File: config.mk
export PLATFORM = sky130hd
export DESIGN_NAME = turfio_rxclk_phase_ctrl
export DESIGN_NICKNAME = d
export VERILOG_FILES = /design/src/rtl/turfio_rxclk_phase_ctrl.sv
export SDC_FILE = /design/constraint.sdc
export NUM_CORES = 1
export LEC_CHECK = 0
export ABC_AREA = 1
export BUFFER_PORTS_ARGS = -buffer_cell sky130_fd_sc_hd__buf_4
export CAP_MARGIN = 20
export CORE_MARGIN = 3
export CORE_UTILIZATION = 58
export DETAILED_ROUTE_END_ITERATION = 10
export MAX_ROUTING_LAYER = met4
export PLACE_DENSITY = 0.91
export SLEW_MARGIN = 30
export SYNTH_ARGS = -nofsm -noshare
export SYNTH_HDL_FRONTEND = slang
export SYNTH_SLANG_ARGS = --single-unit
File: constraint.sdc
create_clock -name clk_i -period 2.4 [get_ports clk_i]
set_input_delay 0.72 -clock clk_i [delete_from_list [all_inputs] [get_ports clk_i]]
set_output_delay 0.72 -clock clk_i [all_outputs]
set_load 0.02 [all_outputs]
File: src/rtl/turfio_rxclk_phase_ctrl.sv
// Reset/lock/fine-phase sequencer for the TURFIO RXCLK MMCM, running in the PSCLK domain.
// Define RXCLK_PS_AUTO_RELOCK_EN to re-lock automatically when LOCKED drops after lock.
module turfio_rxclk_phase_ctrl #(
    parameter int PS_PERIOD    = 672,
    parameter int PHASE_BITS   = 10,
    parameter int RST_CYCLES   = 16,
    parameter int LOCK_TIMEOUT = 65536
) (
    input  logic                  clk_i,
    input  logic                  rst_i,
    input  logic                  locked_i,
    output logic                  mmcm_rst_o,
    output logic                  ps_en_o,
    input  logic                  ps_done_i,
    input  logic [PHASE_BITS-1:0] target_i,
    input  logic                  target_wr_i,
    input  logic                  relock_i,
    output logic [PHASE_BITS-1:0] phase_o,
    output logic                  busy_o,
    output logic                  ready_o,
    output logic                  lock_err_o
);

    localparam int CNT_MAX  = (LOCK_TIMEOUT > RST_CYCLES)
                            ? ((LOCK_TIMEOUT > 64) ? LOCK_TIMEOUT : 64)
                            : ((RST_CYCLES > 64) ? RST_CYCLES : 64);
    localparam int CNT_BITS = $clog2(CNT_MAX + 1);

    localparam logic [CNT_BITS-1:0]   RST_LAST   = CNT_BITS'(RST_CYCLES - 1);
    localparam logic [CNT_BITS-1:0]   LOCK_LAST  = CNT_BITS'(LOCK_TIMEOUT - 1);
    localparam logic [PHASE_BITS:0]   PERIOD_EXT = (PHASE_BITS + 1)'(PS_PERIOD);
    localparam logic [PHASE_BITS-1:0] PHASE_LAST = PHASE_BITS'(PS_PERIOD - 1);
`ifdef RXCLK_PS_AUTO_RELOCK_EN
    localparam logic [CNT_BITS-1:0]   LOST_LAST  = CNT_BITS'(63);
`endif

    typedef enum logic [2:0] {
        S_RESET,
        S_WAIT_LOCK,
        S_CHECK,
        S_PS_REQ,
        S_PS_WAIT,
        S_IDLE
    } state_t;

    state_t                  state;
    logic [CNT_BITS-1:0]     counter;
    logic                    locked_meta;
    logic                    locked_sync;
    logic [PHASE_BITS-1:0]   target;
    logic                    pending;
    logic                    relock_pend;
    logic                    lock_lost;
    logic                    go_reset;
    logic                    target_valid;

`ifdef RXCLK_PS_AUTO_RELOCK_EN
    assign lock_lost = ~locked_sync;
`else
    assign lock_lost = 1'b0;
`endif

    assign target_valid = ({1'b0, target_i} < PERIOD_EXT);
    assign busy_o       = (state != S_IDLE);
    assign ready_o      = (state == S_IDLE) & locked_sync & ~pending;

    // Requests that abort the current activity and restart the MMCM with the target re-applied.
    always_comb begin
        go_reset = 1'b0;
        case (state)
            S_WAIT_LOCK: go_reset = relock_i;
            S_CHECK:     go_reset = relock_i | relock_pend | lock_lost;
            S_IDLE:      go_reset = relock_i | lock_lost;
`ifdef RXCLK_PS_AUTO_RELOCK_EN
            S_PS_WAIT:   go_reset = lock_lost & (ps_done_i | (counter == LOST_LAST));
`endif
            default:     go_reset = 1'b0;
        endcase
    end

    always_ff @(posedge clk_i) begin
        if (rst_i) begin
            state       <= S_RESET;
            counter     <= '0;
            locked_meta <= 1'b0;
            locked_sync <= 1'b0;
            mmcm_rst_o  <= 1'b1;
            ps_en_o     <= 1'b0;
            phase_o     <= '0;
            lock_err_o  <= 1'b0;
            target      <= '0;
            pending     <= 1'b0;
            relock_pend <= 1'b0;
        end else begin
            locked_meta <= locked_i;
            locked_sync <= locked_meta;
            ps_en_o     <= 1'b0;

            if (go_reset) begin
                state       <= S_RESET;
                counter     <= '0;
                mmcm_rst_o  <= 1'b1;
                phase_o     <= '0;
                relock_pend <= 1'b0;
                pending     <= (target != '0);
            end else begin
                case (state)
                    S_RESET: begin
                        phase_o <= '0;
                        if (counter == RST_LAST) begin
                            state      <= S_WAIT_LOCK;
                            counter    <= '0;
                            mmcm_rst_o <= 1'b0;
                        end else begin
                            counter <= counter + 1'b1;
                        end
                    end
                    S_WAIT_LOCK: begin
                        if (locked_sync) begin
                            state   <= S_CHECK;
                            counter <= '0;
                        end else if (counter == LOCK_LAST) begin
                            lock_err_o <= 1'b1;
                            state      <= S_RESET;
                            counter    <= '0;
                            mmcm_rst_o <= 1'b1;
                            pending    <= (target != '0);
                        end else begin
                            counter <= counter + 1'b1;
                        end
                    end
                    S_CHECK: begin
                        if (pending && (target != phase_o)) begin
                            state   <= S_PS_REQ;
                            ps_en_o <= 1'b1;
                        end else begin
                            pending <= 1'b0;
                            state   <= S_IDLE;
                        end
                    end
                    S_PS_REQ: begin
                        state   <= S_PS_WAIT;
                        counter <= '0;
                    end
                    S_PS_WAIT: begin
                        // Increment-only shifter: the phase wraps at the end of one RXCLK period.
                        if (ps_done_i) begin
                            phase_o <= (phase_o == PHASE_LAST) ? '0 : phase_o + 1'b1;
                            state   <= S_CHECK;
                        end
`ifdef RXCLK_PS_AUTO_RELOCK_EN
                        else if (lock_lost) begin
                            counter <= counter + 1'b1;
                        end
`endif
                    end
                    S_IDLE: begin
                        if (pending) begin
                            state <= S_CHECK;
                        end
                    end
                    default: state <= S_RESET;
                endcase
            end

            if (relock_i) begin
                lock_err_o <= 1'b0;
            end

            // A step already handed to the MMCM must finish before the relock is honoured.
            if (relock_i && !go_reset && ((state == S_PS_REQ) || (state == S_PS_WAIT))) begin
                relock_pend <= 1'b1;
            end

            if (target_wr_i && target_valid) begin
                target  <= target_i;
                pending <= 1'b1;
            end
        end
    end

endmodule

* After elaboration in Yosys (flattened, before gate mapping)
Index checks and enable logic that the tools add are counted.
** Word-level totals
- Bits of input ports :: 16
- Register bits :: 47
- Output and inout port bits :: 15
- Logic and storage cells :: 90
** Operators by class
- $lt $le $gt $ge :: 1
- Reduce and logical (&&, ||, !) cells :: 22
- Multiplexer cells :: 28
- $add $sub $neg :: 2
- Bitwise gates (word level) :: 7
- Equal/unequal tests :: 19
** Operator list (number)
- 17-bit 2-to-1 mux :: 3
- 17-bit one-hot mux with 3 select lines :: 1
- 10-bit 2-to-1 mux :: 2
- 10-bit one-hot mux with 2 select lines :: 1
- 3-bit 2-to-1 mux :: 6
- 3-bit one-hot mux with 6 select lines :: 1
- 17-bit by 1-bit adder with 17-bit output, second input constant :: 1
- 17-bit by 16-bit == test with 1-bit output, second input constant :: 1
- 17-bit by 4-bit == test with 1-bit output, second input constant :: 1
- 4-bit AND reduction :: 4
- 4-bit != test, second input constant :: 3
- 1-bit 2-to-1 mux :: 11
- 10-bit by 1-bit adder with 10-bit output, second input constant :: 1
- 10-bit == test, second input constant :: 1
- 10-bit less-than comparator, second input constant :: 1
- 10-bit != test :: 1
- 2-bit != test, second input constant :: 5
- 10-bit nonzero test :: 1
- 3-bit by 2-bit == test with 1-bit output, second input constant :: 2
- 3-bit == test, second input constant :: 2
- 3-bit != test, second input constant :: 2
- 1-bit one-hot mux with 2 select lines :: 3
- 2-bit nonzero test :: 3
- 2-bit OR reduction :: 3
- 12 further kinds :: 19

* Logic depth before layout (Yosys ltp)
Gate-level depths: netlist of run 1.
- Depth after elaboration :: 7
- Depth in mapped cells :: 13
- Gate-level depth less buffers :: 13

* Least setup slack after synthesis of run 1
OpenSTA, ideal clock, no wires.
- Path kind :: reg-to-reg
- From :: register counter[0]
- To :: register counter[9]
- Period minus slack after synthesis :: 1.941 ns
- Path buffers :: 1
- Required time :: 2.284 ns
- Data arrival time :: 1.826 ns
- Stages on the path, launching flop included :: 13
- Setup slack :: 0.459 ns
- Path through :: dfxtp_1 -> ha_1 -> nand2_1 -> nor3_1 -> nand2_1 -> nor4_1 -> ha_1 -> nor2_1 -> nor2_1 -> nand2_1 -> nand2_2 -> buf_6 -> nor2_1
** Between the ends
- Longest elaborated chain between the ends :: 4
** Ends and longest elaborated chain
- start: declaration :: RTL line 47 : logic [CNT_BITS-1:0] counter;
- start signal: assignment :: RTL line 115 : counter <= counter + 1'b1;
- start signal: assignment :: RTL line 129 : counter <= counter + 1'b1;
- 17-bit by 1-bit adder with 17-bit output / 17-bit by 16-bit == test with 1-bit output (equally long branches) :: RTL line 115, 129, 122
- 17-bit 2-to-1 mux :: RTL line 122 : end else if (counter == LOCK_LAST) begin
- 17-bit 2-to-1 mux :: RTL line 119 : if (locked_sync) begin
- 17-bit one-hot mux with 3 select lines * :: RTL line 107 : case (state)
Mark *: on every way between the ends. The rest lies on a longest branch, timed or not.
A chain may end at the register's enable or synchronous reset.

* Worst setup path in the final report of run 1
- From :: register state[2]
- To :: output port ready_o
** Between the ends
- Longest elaborated chain between the ends :: 3
** Ends and longest elaborated chain
- start: declaration :: RTL line 46 : state_t state;
- start signal: assignment :: RTL line 83 : state <= S_RESET;
- start signal: assignment :: RTL line 100 : state <= S_RESET;
- start signal: assignment :: RTL line 111 : state <= S_WAIT_LOCK;
- 3-bit == test :: RTL line 65 : assign ready_o = (state == S_IDLE) & locked_sync & ~pending;
- 1-bit bitwise AND (2 in series) :: RTL line 65
- end: declaration :: RTL line 20 : output logic ready_o,
Every way passes these cells.

==> results of run 1 <==
## routing by layer
| layer | up-vias | global-route usage | share of wire |
|---|---|---|---|
| met3 | 18 | 0.04571 | 0.051 |
| met2 | 77 | 0.3964 | 0.50 |
| met4 | 0 | 0.1148 | 0.022 |
| met1 | 1140 | 0.2962 | 0.43 |
| li1 | 1267 | - | - |
| met5 | - | - | 0 |
## power groups by stage
stage | Sequential [mW] | Clock (mW) | Combinational (mW)
floorplan | 0.829 | 0 | 0.0768
global placement | 0.832 | 0 | 0.115
detailed placement | 0.833 | 0 | 0.119
CTS | 0.814 | 0.607 | 0.120
global route | 0.818 | 0.642 | 0.137
finish | 0.815 | 0.607 | 0.120
## sequential cells by signal, summed over array words and instances, names as in the netlist
register     flops
counter         17
phase_o         10
target          10
state            3
lock_err_o       1
locked_meta      1
locked_sync      1
mmcm_rst_o       1
pending          1
ps_en_o          1
relock_pend      1
## worst max-delay path: stages, from the launching register on
cell and delay [ns]:
dfxtp_1 0.60, inv_2 0.10, nor2_1 0.11, inv_1 0.09
nor3_1 0.17, buf_4 0.18
## layout make-up
| type | instances | area [sq um] |
|---|---|---|
| clock buffer | 6 | 82.58 |
| clock inverter | 2 | 35.03 |
| fill | 328 | 1151 |
| inverter | 66 | 247.7 |
| multi-input combinational | 259 | 1335 |
| sequential | 47 | 940.9 |
| tap | 50 | 62.56 |
| timing repair buffer | 33 | 260.3 |
## synthesized netlist by cell type, types with 4 or more instances
| cell | count | area (sq um) |
|---|---|---|
| nand2_2 | 4 | 25.02 |
| nor2_1 | 47 | 176.4 |
| or2_2 | 4 | 25.02 |
| dfxtp_1 | 47 | 940.9 |
| nor4_1 | 4 | 25.02 |
| ha_1 | 4 | 50.05 |
| nand3_1 | 14 | 70.07 |
| inv_2 | 6 | 22.52 |
| inv_1 | 60 | 225.2 |
| nand4_1 | 8 | 50.05 |
| a21oi_1 | 25 | 125.1 |
| o21ai_0 | 19 | 95.09 |
| nand2_1 | 85 | 319.1 |
| nor2_4 | 4 | 45.04 |
| nor3_1 | 16 | 80.08 |
## worst paths after layout
kind	from	cells after the start	slack [ns]	endpoint
min reg2reg	locked_meta	2	0.40	locked_sync
max reg2reg	counter[0]	12	0.27	counter[12]
min	locked_meta	2	0.40	locked_sync
max	state[2]	5	0.13	ready_o
## per-stage QoR
| stage | setup WS, ns | utilization |
|---|---|---|
| after global routing | 0.01029 | 0.7203 |
| after detailed placement | 0.1572 | 0.6890 |
| after floorplan | 0.4586 | - |
| final | 0.1261 | 0.7203 |
| after CTS | 0.1541 | 0.7175 |
| after global placement | 0.3101 | 0.6890 |
## cell families after synthesis
group	after synthesis	share of synthesized area
and+or+nand+nor	193	0.3550
buffers and inverters	70	0.1101
AOI/OAI and AO/OA	57	0.1283
DFF	47	0.3697
xor gates and xnor gates	5	0.01721
adders and majority gates	4	0.01967
## timing repair
| action | 4_1_cts | 5_1_grt |
|---|---|---|
| endpoints found under the setup margin | 0 | 14 |
| gates resized for setup | 0 | 2 |
| hold endpoints to repair | 0 | 0 |
==> out/qor.txt, run 1 <==
Tcrit/Tclk final = 0.9475
worst-margin pin slew = 0.4395 ns
relative slew slack = 0.7066
Pwr Density = 520.4 nW/um^2
IO buf count = 30
sequential power share = 0.528
non-filler cells, final = 463
synth warn = 0
Max Clk Rate = 439.8 MHz
dpl cell area = 2835 sq um
Iteration-0 DRC Markers = 183
most frequent cells in the layout = nand2_1, inv_1, nor2_1, dfxtp_1, buf_4
hold buffers post-CTS = 0
RSZ-0062 raised after global routing = no
drt via density = 5.404
detailed-router iteration count before antenna repair = 4
Routed wire per std cell = 12.71 um
Critical Path Fanout Max = 8
total CTS buffers = 5
IO Pins = 31
vias in the first global route = 2348
total gr overflow = 0
P&R area growth vs syn = 16.47%
drc violations = 0
sw frac = 0.2281
Die W = 72.24 um
LEAKAGE = 1.233 nW
CTS tree = built
CTS sink cnt = 47
DR vias = 2502
number of synthesized flops with an enable pin = 0
total internal power = 1.191 mW
Critical Path AT = 1.55 ns
Overall Power = 1.543 mW
mapped cell area = 2545 sq um
maximum vdd drop = 0.0004266 V
largest net degree at the start of global routing = 18
Die ar. = 5219 sq um
outcome = complete, no violations
worst min-delay path category = reg -> reg
Seq/Total Area, Yosys = 0.3697
Post-synth ARST share = 0
Crit Path Category = reg -> out
Yosys cell types = 33
core area = 4115 sq um
die height = 72.24 um
gpl congestion = 0.9394
total global-route track usage = 0.2458
number of antenna-violating nets in the routed design = 0
diode count = 0
clock skew = 0.01022 ns
Logic pwr share = 0.078
Fin Setup TNS = 0 ns
WHS = 0.3978 ns
average cell area after synthesis = 6.768 sq um
Synth Flop Type = dfxtp_1
final wirelength = 5886 um
Clock Power Share = 0.394
FF+latch count, synth = 47
Root Driver = clkbuf_8
Setup Buffers After CTS = 0
layout cell share with drive strength beyond 1 = 0.1792
Fin. Hold Viols = 0
Placed Instances = 455
Startpoint Class = register
Tmin final = 2.274 ns
syn nets = 396
Clock Pin Slew Worst Setup and Hold Paths = 0.09 ns
first-pass GRT wire length = 10070 um
clk_lat worst skew = 0.30 ns
# rows = 23
Final Cell Area = 2964 sq um
DP HPWL = 4434 um
final setup fails = 0
Mapped Cells = 376
Max Slew Vio Count = 0
initial core utilization = 0.6184
NetSw = 0.3519 mW
# H-tree levels = 2
CP required = 1.68 ns
Nets = 432
commonest non-fill, non-tap cell in the layout = nand2_1
CP Capture Type = output pin
initial antenna violation count = 0
CTS Buffer Depth = 2
total of max-cap violations = 0
Note: power is estimated with default switching activity, not from simulation.
==> run 2, diff against run 1 <==
--- a/config.mk
+++ b/config.mk
@@ -9,10 +9,12 @@
 export BUFFER_PORTS_ARGS = -buffer_cell sky130_fd_sc_hd__buf_4
 export CAP_MARGIN = 20
 export CORE_MARGIN = 3
-export CORE_UTILIZATION = 58
+export CORE_UTILIZATION = 60
+export CTS_BUF_LIST = sky130_fd_sc_hd__clkbuf_2 sky130_fd_sc_hd__clkbuf_4 sky130_fd_sc_hd__clkbuf_8
 export DETAILED_ROUTE_END_ITERATION = 10
 export MAX_ROUTING_LAYER = met4
-export PLACE_DENSITY = 0.91
+export PLACE_DENSITY = 0.93
+export REMOVE_ABC_BUFFERS = 1
 export SLEW_MARGIN = 30
 export SYNTH_ARGS = -nofsm -noshare
 export SYNTH_HDL_FRONTEND = slang
==> out/qor.txt, run 2 (synthesis gave the netlist of run 1 again) <==
outcome = complete, no violations
CTS sink cnt = 47
Crit Path Category = reg -> reg
WHS = 0.4128 ns
drc violations = 0
Reg area = 940.9 sq um
Nets = 432
CP required = 2.60 ns
total gr overflow = 0
CTS Buffer Depth = 2
gpl congestion = 0.9297
worst min-delay path category = reg -> reg
Overall Power = 1.413 mW
Routed met2 length = 2995 um
Max Slew Vio Count = 0
vias in the first global route = 2364
diode count = 0
Root Driver = clkbuf_8
clock skew = 0.007497 ns
Buffers & Inverters on Critical Path = 1
max layer used = met4
FF-to-FF Start = counter[0]
crit path from = counter[0]
FILL cells = 314
total CTS buffers = 5
first-pass GRT wire length = 9777 um
clk_lat worst skew = 0.30 ns
CTS tree = built
DR vias = 2486
# rows = 23
Tmin final = 2.127 ns
commonest non-fill, non-tap cell in the layout = nand2_1
relative slew slack = 0.7313
cell count along the critical path = 13
initial antenna violation count = 0
R2R depth = 13
R2R Path End = counter[8]
crit-path cells = ha_1 -> nand2_1 -> nor3_1 -> nand2_1 -> nor4_2 -> ha_2 -> nor2_1 -> nor2_1 -> nand2_1 -> nand2_4 -> inv_1 -> nand2_1 -> nor2_1
DR WL met3 = 389 um
LEAKAGE = 1.216 nW
total global-route track usage = 0.2463
Startpoint Class = register
met1 WL = 2281 um
maximum vdd drop = 0.0003228 V
Pwr Density = 483.1 nW/um^2
core area = 4058 sq um
largest net degree at the start of global routing = 18
die height = 71.13 um
number of antenna-violating nets in the routed design = 0
Tcrit/Tclk final = 0.8862
final setup fails = 0
final worst slack = 0.2731 ns
Die W = 71.13 um
drt via density = 5.369
IO Pins = 31
P&R area growth vs syn = 14.95%
Die ar. = 5059 sq um
Worst path slowest cell = dfxtp_1
layout cell share with drive strength beyond 1 = 0.1792
DP HPWL = 4478 um
setup slack, reg-to-reg = 0.27 ns
Max Clk Rate = 470.2 MHz
Fin. Hold Viols = 0
DP Worst Slack = 0.09473 ns
initial core utilization = 0.6272
detailed-router iteration count before antenna repair = 4
Iteration-0 DRC Markers = 122
CP delay by family, top = simple AND/OR/NAND/NOR gates
final wirelength = 5817 um
most frequent cells in the layout = nand2_1, inv_1, nor2_1, dfxtp_1, buf_4
# H-tree levels = 2
IO buf count = 30
Critical Path Fanout Max = 15
worst-margin pin slew = 0.4026 ns
Biggest register = counter
multi-input logic area = 1338 sq um
Clock Pin Slew Worst Setup and Hold Paths = 0.08 ns
Largest regs = counter x17, phase_o x10, target x10
max FFs per register = 17
most frequent CP cell = nand2_1
CP Capture Type = register
largest stage delay on the critical path = 0.37 ns
Routed wire per std cell = 12.56 um
CP endpoint = counter[8]
total of max-cap violations = 0
hold buffers post-CTS = 0
Critical Path AT = 2.33 ns
-- run 2: cell count changes in the layout (fill, tap and decap cells not counted), sizes merged --
cell,before,now
bufinv,1,0
clkbuf,6,7
-- run 2: worst register-to-register path, stage by stage, from the launching register on --
cell and delay (ns):
dfxtp_1 0.37, ha_1 0.22, nand2_1 0.09, nor3_1 0.22, nand2_1 0.10, nor4_2 0.21
ha_2 0.26, nor2_1 0.06, nor2_1 0.09, nand2_1 0.09, nand2_4 0.16, inv_1 0.08
nand2_1 0.06, nor2_1 0.03
-- run 2: power breakdown --
group / total, mW / switching (mW) / internal (mW)
Sequential: 0.816 / 0.0162 / 0.799
Clock: 0.484 / 0.256 / 0.227
Combinational: 0.114 / 0.0649 / 0.0492
-- run 2: worst min-delay path by stage --
stage	startpoint	to	slack, ns	cells past startpoint
after floorplan	locked_meta	locked_sync	0.39	2
after global placement	locked_meta	locked_sync	0.39	2
after detailed placement	locked_meta	locked_sync	0.40	2
after CTS	locked_meta	locked_sync	0.41	2
after global routing	locked_meta	locked_sync	0.45	2
final	locked_meta	locked_sync	0.41	2
-- run 2: repair_timing --
item	4_1_cts	5_1_grt
setup buffers	0	0
endpoints found under the setup margin	0	17
resized for setup	0	3
-- run 2: cell type report --
cell class / count / area share
Timing Repair Buffer: 33 / 0.08469
Multi-Input combinational cell: 259 / 0.4572
Inverter: 66 / 0.08469
Clock buffer: 7 / 0.02866
Sequential cell: 47 / 0.3216
Clock inverter: 1 / 0.001711
Tap cell: 50 / 0.02139
-- run 2: metrics by stage --
step | instance area (sq um) | TNS [ns] | instances | util
finish | 2925 | 0 | 463 | 0.7209
global route | 2925 | -0.006527 | 463 | 0.7209
CTS | 2912 | 0 | 463 | 0.7175
detailed placement | 2823 | 0 | 455 | 0.6957
global placement | 2823 | 0 | 455 | 0.6957
floorplan | 2512 | 0 | 372 | -
-- run 2: routing by layer --
layer  vias up  track usage
li1       1271            -
met1      1110       0.2635
met2        88       0.4346
met3        17      0.04688
met4         0       0.1169
met5         -            -
==> run 3, diff against run 2 <==
==> constraint.sdc (replaced) <==
create_clock -name clk_i -period 2.25 [get_ports clk_i]
set_input_delay 0.675 -clock clk_i [delete_from_list [all_inputs] [get_ports clk_i]]
set_output_delay 0.675 -clock clk_i [all_outputs]
set_load 0.02 [all_outputs]
==> out/qor.txt, run 3 (synthesis gave the netlist of run 1 again) <==
Pwr Density = 506.3 nW/um^2
vias in the first global route = 2273
first-pass GRT wire length = 9528 um
relative slew slack = 0.7219
clock skew = 0.006233 ns
number of antenna-violating nets in the routed design = 0
core area = 4058 sq um
final setup fails = 0
drc violations = 0
# rows = 23
Largest regs = counter x17, phase_o x10, target x10
CP required = 2.43 ns
Critical Path Fanout Max = 10
# H-tree levels = 2
Iteration-0 DRC Markers = 143
Routed wire per std cell = 12.29 um
final wirelength = 5713 um
Setup Buffers After CTS = 0
largest net degree at the start of global routing = 18
Startpoint Class = register
DP HPWL = 4284 um
worst hold start = locked_meta
outcome = complete, no violations
CP Capture Type = register
crit path from = counter[0]
initial antenna violation count = 0
Nets = 435
GR Util met3 = 0.04545
gpl congestion = 0.9300
clk_lat worst skew = 0.30 ns
Fin. Hold Viols = 0
CTS sink cnt = 47
worst-margin pin slew = 0.4167 ns
Crit Path Category = reg -> reg
maximum vdd drop = 0.0003317 V
total of max-cap violations = 0
GR Util met1 = 0.2774
Max Clk Rate = 481.5 MHz
CTS Buffer Depth = 2
IO Pins = 31
most frequent cells in the layout = nand2_1, inv_1, nor2_1, dfxtp_1, buf_4
Tmin final = 2.077 ns
Tcrit/Tclk final = 0.9230
Fin Setup TNS = 0 ns
initial core utilization = 0.6272
Critical Path AT = 2.25 ns
Top Usage Layer GRT = met2
commonest non-fill, non-tap cell in the layout = nand2_1
post_cts resized = 0
die height = 71.13 um
RSZ-0062 raised after global routing = no
detailed-router iteration count before antenna repair = 5
DR vias = 2479
total gr overflow = 0
Root Driver = clkbuf_8
FF-to-FF Start = counter[0]
drt via density = 5.331
GR Layer Usage met2 = 0.4171
hold buffers post-CTS = 0
IO buf count = 30
worst min-delay path category = reg -> reg
P&R area growth vs syn = 16.72%
Die ar. = 5059 sq um
CTS tree = built
Clock Pin Slew Worst Setup and Hold Paths = 0.08 ns
Die W = 71.13 um
layout cell share with drive strength beyond 1 = 0.1880
dpl cell area = 2858 sq um
Final Cell Area = 2970 sq um
total CTS buffers = 5
Max Slew Vio Count = 0
LEAKAGE = 1.246 nW
diode count = 0
max FFs per register = 17
Biggest register = counter
total global-route track usage = 0.2380
run 3: changes by cell type in the layout (fill, tap and decap cells not counted), sizes merged:
cell,change
buf,+3
clkbuf,-1
run 3: where the power goes:
part	switching, mW	total [mW]	internal, mW
sequential	0.0162	0.869	0.853
combinational	0.0706	0.128	0.0573
clock	0.266	0.507	0.241
total	0.352	1.50	1.15
run 3: path summary, 6_finish.rpt:
path / to / slack [ns] / depth (start not counted)
worst max-delay path: counter[12] / 0.17 / 12
worst min-delay path: locked_sync / 0.40 / 2
worst max register to register: counter[12] / 0.17 / 12
worst min register to register: locked_sync / 0.40 / 2
run 3: cell type report:
type / instances / area, sq um
Clock inverter: 1 / 5.005
Fill cell: 316 / 1087
Tap cell: 50 / 62.56
Inverter: 66 / 247.7
Clock buffer: 6 / 82.58
Timing Repair Buffer: 36 / 282.8
Sequential cell: 47 / 940.9
Multi-Input combinational cell: 259 / 1349
run 3: metal layers:
metal	vias to the layer above	share of wire	wire length [um]
met4	0	0.019	106
li1	1272	-	-
met2	69	0.50	2857
met1	1122	0.43	2438
met5	-	0	0
met3	16	0.054	311
run 3: worst max-delay path: stages, from the launching register on:
cell and delay (ns):
dfxtp_1 0.37, ha_2 0.22, nand2_1 0.08, nor3_2 0.18
nand2_1 0.12, nor4_4 0.18, ha_2 0.24, nor2_1 0.07
nor2_1 0.08, nand2_1 0.07, nand2_2 0.14, buf_12 0.15
nor3_1 0.05
run 3: per-stage QoR:
stage | utilization | hold WS (ns) | std cells | power, mW | setup slack (ns)
after global routing | 0.7320 | 0.4204 | 465 | 1.567 | 0.0005331
final | 0.7320 | 0.4044 | 465 | 1.504 | 0.1733
after CTS | 0.7259 | 0.4071 | 465 | 1.523 | 0.06260
after floorplan | - | 0.3883 | 372 | 0.9631 | 0.2496
after global placement | 0.7043 | 0.3897 | 458 | 1.009 | 0.1584
after detailed placement | 0.7043 | 0.3949 | 458 | 1.014 | 0.08236
